`src/rtl/pc_fetch_unit.sv`:
```
// ---------------------------------------------------------------------------
// pc_fetch_unit
//
// Front-end fetch stage sitting directly in front of the instruction memory.
// It owns the program counter, presents it on pcOut, and captures the word
// the memory returns into an instruction register for the decode stage.
// It also handles stall, branch redirect with wrong-path squash, and a HALT
// opcode that parks the unit until resume is pulsed.
//
// Ports:
//   clk          rising-edge clock
//   rst_n        asynchronous reset, active-low
//   stall        hold PC and instruction register this cycle
//   branchTaken  redirect request from the execute stage
//   branchTarget redirect target address
//   resume       leave the HALT state
//   IW           instruction word from memory (combinational on pcOut)
//   pcOut        fetch address to the instruction memory
//   irOut        captured instruction for decode
//   irPc         address of the instruction held in irOut
//   irValid      irOut holds a valid, non-squashed instruction
//   halted       unit is in the HALT state
// ---------------------------------------------------------------------------
module pc_fetch_unit #(
  parameter int                  PC_WIDTH    = 16,
  parameter int                  IW_WIDTH    = 32,
  parameter logic [PC_WIDTH-1:0] RESET_PC    = 16'h0000,
  parameter logic [5:0]          HALT_OPCODE = 6'b111111
) (
  input  logic                clk,
  input  logic                rst_n,
  input  logic                stall,
  input  logic                branchTaken,
  input  logic [PC_WIDTH-1:0] branchTarget,
  input  logic                resume,
  input  logic [IW_WIDTH-1:0] IW,
  output logic [PC_WIDTH-1:0] pcOut,
  output logic [IW_WIDTH-1:0] irOut,
  output logic [PC_WIDTH-1:0] irPc,
  output logic                irValid,
  output logic                halted
);

  typedef enum logic {
    FETCH = 1'b0,
    HALT  = 1'b1
  } state_t;

  state_t              stateQ;
  logic [PC_WIDTH-1:0] pcQ;
  logic [IW_WIDTH-1:0] irQ;
  logic [PC_WIDTH-1:0] irPcQ;
  logic                irValidQ;

  logic                isHaltOp;
  logic [PC_WIDTH-1:0] pcIncD;

  // The opcode field is the top six bits of the returned instruction word.
  assign isHaltOp = (IW[IW_WIDTH-1 -: 6] == HALT_OPCODE);

  // Unsigned increment; the top address wraps back to zero silently.
  assign pcIncD = pcQ + PC_WIDTH'(1);

  // Single state machine. A branch redirect outranks everything, including
  // stall and the HALT state, so a redirect is never lost. In HALT the stall
  // input is ignored; only a branch or resume moves the unit on.
  always_ff @(posedge clk or negedge rst_n) begin
    if (!rst_n) begin
      stateQ   <= FETCH;
      pcQ      <= RESET_PC;
      irQ      <= '0;
      irPcQ    <= '0;
      irValidQ <= 1'b0;
    end else if (branchTaken) begin
      // The word fetched this cycle is on the wrong path, so it is squashed.
      pcQ      <= branchTarget;
      irValidQ <= 1'b0;
      stateQ   <= FETCH;
    end else begin
      case (stateQ)
        FETCH: begin
          if (!stall) begin
            irQ      <= IW;
            irPcQ    <= pcQ;
            irValidQ <= 1'b1;
            // A halt instruction is issued once; the PC parks on its address.
            if (isHaltOp) begin
              stateQ <= HALT;
            end else begin
              pcQ <= pcIncD;
            end
          end
        end
        HALT: begin
          irValidQ <= 1'b0;
          if (resume) begin
            pcQ    <= pcIncD;
            stateQ <= FETCH;
          end
        end
        default: begin
          stateQ   <= FETCH;
          irValidQ <= 1'b0;
        end
      endcase
    end
  end

  assign pcOut   = pcQ;
  assign irOut   = irQ;
  assign irPc    = irPcQ;
  assign irValid = irValidQ;
  assign halted  = (stateQ == HALT);

endmodule

```
`config.mk`:
```
export PLATFORM = sky130hd
export DESIGN_NAME = pc_fetch_unit
export DESIGN_NICKNAME = d
export VERILOG_FILES = /design/src/rtl/pc_fetch_unit.sv
export SDC_FILE = /design/constraint.sdc
export NUM_CORES = 1
export LEC_CHECK = 0
export ABC_AREA = 1
export ABC_CLOCK_PERIOD_IN_PS = 2600
export CORE_ASPECT_RATIO = 1.4
export CORE_MARGIN = 3
export CORE_UTILIZATION = 44
export CTS_CLUSTER_DIAMETER = 150
export DETAILED_ROUTE_END_ITERATION = 8
export PLACE_DENSITY = 0.88
export SYNTH_ARGS = -nofsm -noshare
export SYNTH_HDL_FRONTEND = slang
export SYNTH_SLANG_ARGS = --single-unit
```
`constraint.sdc`:
```
create_clock -name clk -period 2.6 [get_ports clk]
set_clock_uncertainty 0.15 [all_clocks]
set_input_delay 0.26 -clock clk [delete_from_list [all_inputs] [get_ports clk]]
set_output_delay 0.26 -clock clk [all_outputs]
set_load 0.02 [all_outputs]
```
; Word level (Yosys, flattened, before mapping)
; Index checks and enable logic that the tools add are counted.
; W data, S select, Z words.
[totals]
wordCells = 28
inputBits = 53
regBits = 66
[op_classes]
muxes = 13
n_bitwise = 3
n_addsub = 1
n_reduce_logical = 2
eq_ne = 4
[op_table]
columns = operator, count
row1 = $mux W16, 4
row2 = $pmux W16 S2, 1
row3 = $add A16 B1 Y16 const B, 1
row4 = $ne A3 B3 Y1 const B, 3
row5 = $eq A6 B6 Y1 const B, 1
row6 = $mux W1, 6
row7 = $reduce_and A3 Y1, 2
row8 = $pmux W1 S2, 2
row9 = $not A1 Y1, 3

; Depth between registers and ports, before layout
[logic_depth]
word_depth = 5
mapped_depth = 9
ltp_nobuf = 9

; Worst setup path after synthesis
; No wires, ideal clock.
[synth_path]
path_kind = flip-flop to flip-flop
startpoint = register pcQ[1], in the netlist pcOut[1]
endpoint = register pcQ[14], in the netlist pcOut[14]
arrival_ns = 1.299
stages_incl_launch_ff = 9
path_slack_ns = 1.035
required_ns = 2.333
period_less_slack_ns = 1.565
path_cell_list = dfrtp_1 > ha_1 > nand3_1 > nor2_1 > nand3_1 > nand2_1 > nand3_1 > nand2_1 > nand2_1
[synth_between]
elab_chain_len = 5
word_cells_on_any_way = 6
classes_between = add/sub: 1 / mux: 5
[synth_rtl]
columns = item, line_no
row1 = start: declaration, 50  ; logic [PC_WIDTH-1:0] pcQ;
row2 = start signal: assignment, 76  ; pcQ <= branchTarget;
row3 = start signal: assignment, 90  ; pcQ <= pcIncD;
row4 = start signal: assignment, 97  ; pcQ <= pcIncD;
row5 = $add A16 B1 Y16 *, 62  ; assign pcIncD = pcQ + PC_WIDTH'(1);
row6 = $mux W16, 87  ; if (isHaltOp) begin
row7 = $mux W16, 82  ; if (!stall) begin
row8 = $pmux W16 S2 *, 80  ; case (stateQ)
row9 = $mux W16 *, 74  ; end else if (branchTaken) begin
; Mark *: on every way between the ends. The rest lies on a longest branch, timed or not. The select of a mux whose other input is x is not followed.
; A chain may end at the register's enable or synchronous reset.

; Worst setup path in the final report
[layout_path]
startpoint = register pcQ[8], in the netlist pcOut[8]
endpoint = output pcOut[8]
[layout_lines]
columns = item, line_no
row1 = end: declaration, 37  ; output logic [PC_WIDTH-1:0] pcOut,
; No word-level cell between the ends.

==> results_dict.tcl <==
set metrics [dict create \
    die_y_um 105.9 \
    worstPathMaxFanout 7 \
    drive_above_1_share 0.1211 \
    yosys-top-cells-area "dfrtp_1 (53%), mux2_4 (13%), nand2_1 (11%)" \
    drc 0 \
    finalNetCount 504 \
    htree_levels 3 \
    cp_top_family "buffers and inverters" \
    crit_path_start_kind "register" \
    place.gp.congestion 0.8738 \
    wl_um 7723 \
    layout_commonest_cell "clkdlybuf4s50_1" \
    cp_cell_sequence "clkdlybuf4s50_1" \
    path_buf_inv 1 \
    grt_use_total 0.1946 \
    power_density_nw_per_um2 648.6 \
    p_int_mw 2.018 \
    ctsResizeCount 0 \
    synth.avg_cell_area_um2 9.600 \
    peakVddDrop_mv 0.3687 \
    swShare 0.3190 \
    final_max_slew_viol_count 0 \
    drt_iter0_drc 101 \
    ctsRootBufferMaster "clkbuf_8" \
    diodes 0 \
    dpl_cell_area_um2 4407 \
    ys_seq_area_frac 0.5261 \
    netlist_area_um2 3139 \
    clock_sinks 66 \
    pwr-share-seq 0.440 \
    final_antenna_net_count 0 \
    setup_viol 0 \
    io_pins 119 \
    synth_top_area_cell "dfrtp_1" \
    die_w_um 77.39 \
    clk_latency_ns 0.32 \
    max_freq_mhz 536.1 \
    grt_pass1_wl_um 12740 \
    cts_hold_buffers 1 \
    required_ns 2.19 \
    vias 2694 \
    ys_ff_latch 66 \
    clock_power_share 0.234 \
    p_comb_frac 0.326 \
    relSlewSlack 0.6014 \
    arrival_ns 1.46 \
    core_um2 6744 \
    hold_class "in -> async" \
    synth.top_cell.area_share 0.5261 \
    grt_max_degree 67 \
    clockBufferDepth 2 \
    grt_pass1_vias 2577 \
    reg2reg_slack_ns 0.82 \
    grt_overflow 0 \
    worstSetupPathType "reg -> out" \
    rsz0062_at_grt "false" \
    cts_tree "yes" \
    syn-num-nets 381 \
    design_area_um2 4568 \
    hpwl_um 5790 \
    mostFrequentLayoutCells "clkdlybuf4s50_1 (117), nand2_1 (91), dfrtp_1 (66), nor2_1 (31), mux2_4 (28)" \
    viasPerCell 4.934 \
    post_drt_wl_per_cell_um 14.14 \
    path_clk_slew_ns 0.07 \
    finalSetupTns_ns 0 \
    worstMarginPinSlew_ns 0.5980 \
    cp_slowest_cell "clkdlybuf4s50_1" \
    post_cts_buffers 0 \
    status "complete, no violations" \
    antenna_found_initial 0 \
    fin_crit_sh 0.7175 \
    cap_violations 0 \
    p_leak_nw 2.144 \
    rows 35 \
    synth_cell_types 26 \
    numPortBuffers 118 \
    syn_inst 327 \
    die_area_um2 8198 \
    synthToLayoutAreaGrowth_pct 45.52 \
    yosysWarnings 0 \
    dr.pass1.iters 4 \
    initial_core_util 0.4655 \
    finalHoldViolCount 0 \
    cts-buffers-inserted 9 \
    period_minus_slack_ns 1.865 \
    endpoint_kind "output port" \
    critical_path.max_stage_delay_ns 0.65 \
    n_fill_cell 552 \
    switching_power_mw 0.9453 \
]
[routing by layer]
layer / GRT usage / vias to the layer above / share of wire
li1: - / 1309 / -
met1: 0.2472 / 1274 / 0.42
met2: 0.3300 / 107 / 0.51
met3: 0.04492 / 4 / 0.058
met4: 0.05725 / 0 / 0.0067
met5: 0 / - / 0
[tightest hold or removal path, stage by stage]
cell and delay [ns]:
dlygate4sd3_1 0.52, buf_2 0.12, buf_12 0.30
[logic make-up (layout without fill, tap and decap cells)]
group | Yosys count | after routing | share of synthesized area
AND/OR/NAND/NOR | 153 | 153 | 0.2025
adder cells (fa/ha/maj) | 1 | 1 | 0.003985
flip-flops | 66 | 66 | 0.5261
XOR/XNOR | 2 | 2 | 0.005581
AO/OA/AOI/OAI | 37 | 37 | 0.06137
multiplexers | 32 | 32 | 0.1483
buffers and inverters | 36 | 163 | 0.05221
[worst paths after layout]
check	startpoint	to	depth (start not counted)
worst max-delay path	pcOut[8]$_DFFE_PN0P_	pcOut[8]	1
worst max register to register	halted$_DFF_PN0_	irPc[5]$_DFFE_PN0P_	5
max in group asynchronous	rst_n	irOut[21]$_DFFE_PN0P_	3
min in group clk	irPc[8]$_DFFE_PN0P_	irPc[8]$_DFFE_PN0P_	2
worst min register to register	irPc[8]$_DFFE_PN0P_	irPc[8]$_DFFE_PN0P_	2
worst min-delay path	rst_n	irOut[3]$_DFFE_PN0P_	3
[layout make-up]
type	instances	area, um^2	area share
clock inverter	4	20.02	0.004382
clock buffer	11	131.4	0.02876
timing repair buffer	124	1236	0.2706
inverter	24	90.09	0.01972
tap	92	115.1	0.02520
sequential	66	1652	0.3615
multi-input combinational	225	1324	0.2898
[through the flow]
| step | total power [mW] | util | hold WS, ns | cells | worst slack [ns] |
|---|---|---|---|---|---|
| 6_report | 2.963 | 0.6774 | 0.3335 | 546 | 0.7345 |
| 5_1_grt | 3.109 | 0.6774 | 0.3602 | 546 | 0.6270 |
| 4_1_cts | 2.990 | 0.6774 | 0.3403 | 546 | 0.7088 |
| 3_5_place_dp | 2.290 | 0.6534 | 0.1484 | 530 | 0.4534 |
| 3_3_place_gp | 2.266 | 0.6534 | 0.1481 | 530 | 0.5396 |
| 2_1_floorplan | 1.788 | - | -0.1856 | 327 | 1.035 |
[power by group through the flow]
stage                     registers (mW)  logic [mW]  clock network, mW
after detailed placement            1.32       0.968                  0
final                               1.30       0.966              0.694
after global placement              1.32       0.951                  0
after CTS                           1.30       0.975              0.710
after global routing                1.33        1.04              0.746
after floorplan                     1.49       0.294                  0
[Yosys cell counts]
master    number
or2_2          1
dfrtp_1       66
buf_1          1
a21oi_1        3
ha_1           1
nand3_1       22
nor2_1        31
buf_2          5
buf_6          3
nor4_1         1
inv_2          1
o21ai_1        5
nand2_1       91
o21bai_1       1
o21ai_0       26
o21a_1         2
xor2_1         1
mux2_2         4
nor2_4         1
mux2_4        28
nand4_1        4
nand3b_1       1
xnor2_1        1
inv_1         23
clkbuf_1       3
nand2_4        1
[state kept, by name, summed over array words and instances, names as in the netlist]
register and count:
pcOut 16, halted 1, irPc 16, irOut 32, irValid 1
No activity file was read; power rests on OpenSTA's default activity.
